===== config.mk =====
export PLATFORM = sky130hd
export DESIGN_NAME = truth_table_sweeper
export DESIGN_NICKNAME = d
export VERILOG_FILES = /design/src/rtl/tts_pkg.sv /design/src/rtl/tts_hold_timer.sv /design/src/rtl/truth_table_sweeper.sv
export SDC_FILE = /design/constraint.sdc
export NUM_CORES = 1
export LEC_CHECK = 0
export BUFFER_PORTS_ARGS = -buffer_cell sky130_fd_sc_hd__buf_2
export CORE_UTILIZATION = 30
export DETAILED_ROUTE_END_ITERATION = 6
export HOLD_SLACK_MARGIN = 0.05
export RECOVER_POWER = 25
export SYNTH_ARGS = -nofsm -noshare
export SYNTH_HDL_FRONTEND = slang
export SYNTH_SLANG_ARGS = --single-unit
export TNS_END_PERCENT = 5

===== constraint.sdc =====
create_clock -name clk -period 4.9 [get_ports clk]
set_clock_uncertainty 0.1 [all_clocks]
set_input_delay 0.735 -clock clk [delete_from_list [all_inputs] [get_ports clk]]
set_output_delay 0.735 -clock clk [all_outputs]
set_load 0.005 [all_outputs]

===== src/rtl/tts_pkg.sv =====
// Shared types and sizing helpers for the truth_table_sweeper block.
package tts_pkg;

  typedef enum logic [1:0] {
    IDLE  = 2'd0,
    DRIVE = 2'd1,
    DONE  = 2'd2
  } state_t;

  localparam int HOLD_DEF = 10;
  localparam int HOLD_W   = $clog2(HOLD_DEF) + 1;

  // Number of input combinations for an n-input block.
  function automatic int num_vec(input int n);
    return 1 << n;
  endfunction

  // Hold-counter width for an arbitrary HOLD; stays >= 1 bit even for HOLD==1.
  function automatic int hold_w(input int hold);
    return $clog2(hold) + 1;
  endfunction

endpackage


===== src/rtl/tts_hold_timer.sv =====
// Hold-window counter: counts 0..HOLD-1 while enabled and flags the last cycle.
module tts_hold_timer
  import tts_pkg::*;
#(
  parameter int HOLD = HOLD_DEF
) (
  input  logic clk,
  input  logic rst_n,
  input  logic clr,
  input  logic en,
  output logic last
);

  localparam int            HW     = hold_w(HOLD);
  localparam logic [HW-1:0] H_LAST = HW'(HOLD - 1);

  logic [HW-1:0] h_q, h_d;

  assign last = (h_q == H_LAST);

  always_comb begin
    // NOTE: default first so every path assigns h_d and no latch is inferred.
    h_d = h_q;
    if (clr) begin
      h_d = '0;
    end else if (en) begin
      h_d = last ? '0 : h_q + HW'(1);
    end
  end

  always_ff @(posedge clk) begin
    // NOTE: non-blocking assignments for all state so every register updates
    // from pre-edge values regardless of process ordering.
    if (!rst_n) begin
      h_q <= '0;
    end else begin
      h_q <= h_d;
    end
  end

endmodule


===== src/rtl/truth_table_sweeper.sv =====
// Exhaustive truth-table stimulus/check engine for an N_IN-input, 1-output block.
// Define TTS_CAPTURE_EN to add the observed_tt capture register and port.
module truth_table_sweeper
  import tts_pkg::*;
#(
  parameter int                        N_IN     = 3,
  parameter int                        HOLD     = 10,
  parameter logic [num_vec(N_IN)-1:0]  EXPECTED = 8'hE8
) (
  input  logic                      clk,
  input  logic                      rst_n,
  input  logic                      start,
  output logic [N_IN-1:0]           dut_in,
  input  logic                      dut_y,
  output logic                      busy,
  output logic                      done,
  output logic                      pass,
  output logic [N_IN:0]             err_count,
  output logic                      first_err_valid,
  output logic [N_IN-1:0]           first_err_idx
`ifdef TTS_CAPTURE_EN
  ,
  output logic [num_vec(N_IN)-1:0]  observed_tt
`endif
);

  localparam int              NV     = num_vec(N_IN);
  localparam int              ERR_W  = N_IN + 1;
  localparam logic [N_IN-1:0] V_LAST = N_IN'(NV - 1);

  state_t             state_q, state_d;
  logic [N_IN-1:0]    v_q, v_d;
  logic [ERR_W-1:0]   err_q, err_d;
  logic               fev_q, fev_d;
  logic [N_IN-1:0]    fei_q, fei_d;
  logic               timer_clr;
  logic               sample;
  logic               mismatch;
`ifdef TTS_CAPTURE_EN
  logic [NV-1:0]      obs_q, obs_d;
`endif

  tts_hold_timer #(
    .HOLD (HOLD)
  ) u_hold_timer (
    .clk   (clk),
    .rst_n (rst_n),
    .clr   (timer_clr),
    .en    (state_q == DRIVE),
    .last  (sample)
  );

  // Case-inequality so an X/Z from the block under test counts as a failure.
  assign mismatch = (dut_y !== EXPECTED[v_q]);

  always_comb begin
    state_d   = state_q;
    v_d       = v_q;
    err_d     = err_q;
    fev_d     = fev_q;
    fei_d     = fei_q;
    timer_clr = 1'b0;
`ifdef TTS_CAPTURE_EN
    obs_d     = obs_q;
`endif
    case (state_q)
      IDLE, DONE: begin
        if (start) begin
          state_d   = DRIVE;
          v_d       = '0;
          err_d     = '0;
          fev_d     = 1'b0;
          fei_d     = '0;
          timer_clr = 1'b1;
`ifdef TTS_CAPTURE_EN
          obs_d     = '0;
`endif
        end
      end
      DRIVE: begin
        if (sample) begin
          if (mismatch) begin
            err_d = err_q + ERR_W'(1);
            if (!fev_q) begin
              fev_d = 1'b1;
              fei_d = v_q;
            end
          end
`ifdef TTS_CAPTURE_EN
          obs_d[v_q] = dut_y;
`endif
          // v returns to 0 on completion so dut_in idles low in DONE.
          if (v_q == V_LAST) begin
            state_d = DONE;
            v_d     = '0;
          end else begin
            v_d = v_q + N_IN'(1);
          end
        end
      end
      default: state_d = IDLE;
    endcase
  end

  always_ff @(posedge clk) begin
    if (!rst_n) begin
      state_q <= IDLE;
      v_q     <= '0;
      err_q   <= '0;
      fev_q   <= 1'b0;
      fei_q   <= '0;
`ifdef TTS_CAPTURE_EN
      obs_q   <= '0;
`endif
    end else begin
      state_q <= state_d;
      v_q     <= v_d;
      err_q   <= err_d;
      fev_q   <= fev_d;
      fei_q   <= fei_d;
`ifdef TTS_CAPTURE_EN
      obs_q   <= obs_d;
`endif
    end
  end

  assign dut_in          = v_q;
  assign busy            = (state_q == DRIVE);
  assign done            = (state_q == DONE);
  assign pass            = (state_q == DONE) && (err_q == '0);
  assign err_count       = err_q;
  assign first_err_valid = fev_q;
  assign first_err_idx   = fei_q;
`ifdef TTS_CAPTURE_EN
  assign observed_tt     = obs_q;
`endif

endmodule


==> parameters.txt <==
Parameter                              Value

Status
  Result of the run ... finished, final reports clean

Timing
  Slew Limit Fails ... 0
  Remaining max-slew budget at the tightest pin ... 71.0%
  Maximum clock frequency ... 0.435 GHz
  Final hold violation count ... 0
  Final period util ... 46.9%
  RSZ-0062 raised after global routing ... no
  Final TNS setup ... 0 ns
  Final setup viols ... 0
  Final Critical Period ... 2.30 ns
  Worst Hold Slack ... 0.425 ns
  Actual slew at the worst max-slew pin ... 0.435 ns

Flow run
  Max-capacitance violation count ... 0

Worst setup path
  CP arrival ... 1.46 ns
  Worst reg2reg path depth ... 6
  Type of origin of the critical path ... register
  Maximum fanout along the worst path ... 13
  Category of the most critical setup path ... register to output pin
  Critical path endpoint category ... output pin
  Worst reg2reg endpoint ... err_count[3]
  Slowest cell on crit path ... sky130_fd_sc_hd__inv_1
  Flop2flop setup slack ... 2.95 ns
  Ordered cell list for the critical path ... nand2b_1 -> inv_1 -> buf_2
  Required time of the critical path ... 4.07 ns
  Maximum single-stage delay on the critical path ... 0.38 ns
  R2R Path Start ... u_hold_timer.h_q[1]

GRT
  Total GRT Usage ... 14.2%
  GR Overflow Total ... 0
  First-pass GRT wire length ... 3.75 mm
  Maximum number of pins on one net before global-route repair ... 14
  Antenna violations before repair ... 0
  Vias in the first global route ... 857

Routing
  Number of design-rule violations left by the first detailed-router iteration ... 35
  Detail-routed net length per standard cell ... 12.5 um
  Via-to-Cell Ratio ... 5.01
  Highest metal layer with signal wires ... met4
  Wire length on met3 ... 100 um
  Final routed DRC violation total ... 0
  Total detailed-routing wirelength ... 2.21 mm
  Via count ... 886
  Drt first pass iters ... 4
  Met2 wire len ... 1.01 mm
  Count of antenna-violating nets left after detailed routing ... 0
  M1 WL ... 1.07 mm

Clock network
  Setup repair bufs after CTS ... 0
  TritonCTS Sinks ... 19
  Total of cells resized after clock tree synthesis ... 0
  Clock transition at the registers of the reported paths ... 0.11 ns
  Clock root cell ... sky130_fd_sc_hd__clkbuf_4
  TritonCTS Buffers ... 3
  CTS H-Tree Depth ... 1
  Hold buffer count at CTS ... 0
  Worst-skew pair later-pin latency ... 0.30 ns
  Maximum clock path buffer count ... 2
  CTS tree ... yes

Pwr
  Static leakage ... 0.491 nW
  Total Power Consumption ... 0.000259 W
  Worst VDD drop ... 0.106 mV
  Total power density per cell area ... 232 nW/um2

Hold path
  Min-Delay Endpoint ... first_err_valid
  Number of instances on the worst hold path ... 2
  Class of the tightest hold or removal check ... register to register
  Startpoint of the tightest hold check path ... first_err_valid

Synth
  Primary flip-flop cell chosen by synthesis mapping ... sky130_fd_sc_hd__dfxtp_1
  Mapped Cells ... 117
  Number of storage elements in the synthesis netlist ... 19
  Area of the mapped netlist ... 991 um2
  Warnings, synthesis ... 0
  Number of flops mapped to enable cells by yosys ... 0
  Avg Synthesized Cell Area ... 8.47 um2
  Post-synth ARST share ... 0%
  Number of unique standard cell types used by synthesis ... 32
  Part of the Yosys area used for sequential elements ... 38.4%
  Number of nets in the synthesized netlist ... 127

Floorplanning
  Row count ... 20
  Initial standard-cell utilization of the core ... 31.9%
  I/O Pins ... 18
  Die Area ... 3540 um2
  Height of the die ... 59.5 um
  Die span in x ... 59.5 um
  Std-Cell Core Area ... 3100 um2

Cells and area
  Fin nets ... 144
  Share of layout cells above drive strength 1 ... 19.5%
  End-of-flow core utilization ... 35.9%
  Multi-input gate area in the final layout ... 547 um2
  Number of filler instances in the final layout ... 339
  Growth of design area from synthesis to finish ... 12.5%
  Sequential standard cell area ... 380 um2
  Antenna diode count ... 0

Placed design
  HPWL after detailed placement ... 1.66 mm
  Number of port buffers ... 17
  Routability congestion estimate ... 0.769
report_power, final:
part | internal [W] | switching, W
Combinational | 0.00000623 | 0.0000158
Clock | 0.0000318 | 0.0000478
Sequential | 0.000156 | 0.00000136
Total | 0.000194 | 0.0000650
cell type report:
type	instances	share of cell area, %
Clock buffer	4	2.36
Inverter	6	2.02
Multi-Input combinational cell	87	49.0
Sequential cell	19	34.1
Tap cell	44	4.94
Timing Repair Buffer	17	7.52
registers in the layout, indices dropped and copies added, names as in the netlist, named ones only:
name and flops:
err_count 4, first_err_valid 1, first_err_idx 3, state_q 2, u_hold_timer.h_q 5, dut_in 3
layer usage:
metal / vias to the layer above / track usage, %
met5: - / 0
met1: 410 / 17.3
li1: 448 / -
met2: 25 / 24.4
met3: 3 / 2.40
met4: 0 / 6.12
cells in the final DEF (no fill, tap or decap):
cell,netlist,final
sky130_fd_sc_hd__or4_1,1,1
sky130_fd_sc_hd__inv_1,6,6
sky130_fd_sc_hd__and4bb_1,1,1
sky130_fd_sc_hd__buf_2,0,16
sky130_fd_sc_hd__and2b_2,1,1
sky130_fd_sc_hd__nand4_1,3,3
sky130_fd_sc_hd__a311oi_1,1,1
sky130_fd_sc_hd__nand2b_1,3,3
sky130_fd_sc_hd__nor4_2,1,1
sky130_fd_sc_hd__a21oi_1,13,13
sky130_fd_sc_hd__o32ai_1,1,1
sky130_fd_sc_hd__nor4b_1,1,1
sky130_fd_sc_hd__a31oi_1,3,3
sky130_fd_sc_hd__nand3_1,4,4
sky130_fd_sc_hd__a211oi_1,1,1
sky130_fd_sc_hd__xnor2_1,1,1
sky130_fd_sc_hd__nor2_2,1,1
sky130_fd_sc_hd__nand2_2,1,1
sky130_fd_sc_hd__a2111oi_2,1,1
sky130_fd_sc_hd__nor3_1,5,5
sky130_fd_sc_hd__or3_1,1,1
sky130_fd_sc_hd__xor2_1,4,4
sky130_fd_sc_hd__ha_1,6,6
sky130_fd_sc_hd__dfxtp_1,19,19
sky130_fd_sc_hd__o21ai_0,3,3
sky130_fd_sc_hd__clkbuf_4,0,3
sky130_fd_sc_hd__clkbuf_1,1,2
sky130_fd_sc_hd__a21o_1,4,4
sky130_fd_sc_hd__and2_1,1,1
sky130_fd_sc_hd__and3_2,2,2
sky130_fd_sc_hd__nor2_1,14,14
sky130_fd_sc_hd__nand2_1,9,9
cell usage after synthesis, types with 2 or more instances:
library cell	n	area, um2
sky130_fd_sc_hd__a21o_1	4	30.0
sky130_fd_sc_hd__a21oi_1	13	65.1
sky130_fd_sc_hd__a31oi_1	3	18.8
sky130_fd_sc_hd__and3_2	2	15.0
sky130_fd_sc_hd__buf_4	2	15.0
sky130_fd_sc_hd__buf_6	2	22.5
sky130_fd_sc_hd__dfxtp_1	19	380
sky130_fd_sc_hd__ha_1	6	75.1
sky130_fd_sc_hd__inv_1	6	22.5
sky130_fd_sc_hd__nand2_1	9	33.8
sky130_fd_sc_hd__nand2b_1	3	18.8
sky130_fd_sc_hd__nand3_1	4	20.0
sky130_fd_sc_hd__nand4_1	3	18.8
sky130_fd_sc_hd__nor2_1	14	52.6
sky130_fd_sc_hd__nor3_1	5	25.0
sky130_fd_sc_hd__o21ai_0	3	15.0
sky130_fd_sc_hd__xor2_1	4	35.0
worst max path at each step:
stage | cells past startpoint | from | to
after global placement | 5 | start | err_count[3]
after global routing | 3 | state_q[0] | busy
after CTS | 3 | state_q[1] | busy
final | 3 | state_q[1] | busy
after detailed placement | 5 | dut_y | err_count[2]
after floorplan | 4 | dut_y | err_count[2]
worst max-delay path: cells and delay by family, from the launching register on:
| family | cells | cell delay (ns) |
|---|---|---|
| buf+inv | 2 | 0.57 |
| flops | 1 | 0.32 |
| simple gates | 1 | 0.28 |
logic make-up after synthesis:
kind of cell | Yosys count | synth area share, %
buffers and inverters | 11 | 6.44
and+or+nand+nor | 49 | 26.1
adders and majority gates | 6 | 7.58
xor gates and xnor gates | 5 | 4.42
DFF | 19 | 38.4
AOI/OAI and AO/OA | 27 | 17.0
through the flow:
step | worst slack (ns) | instance area [um2] | std cells
finish | 2.60 | 1110 | 177
global route | 2.47 | 1110 | 177
detailed placement | 2.87 | 1090 | 173
CTS | 2.60 | 1120 | 177
global placement | 2.85 | 1090 | 173
floorplan | 3.10 | 991 | 117
Note: power is estimated with default switching activity, not from simulation.
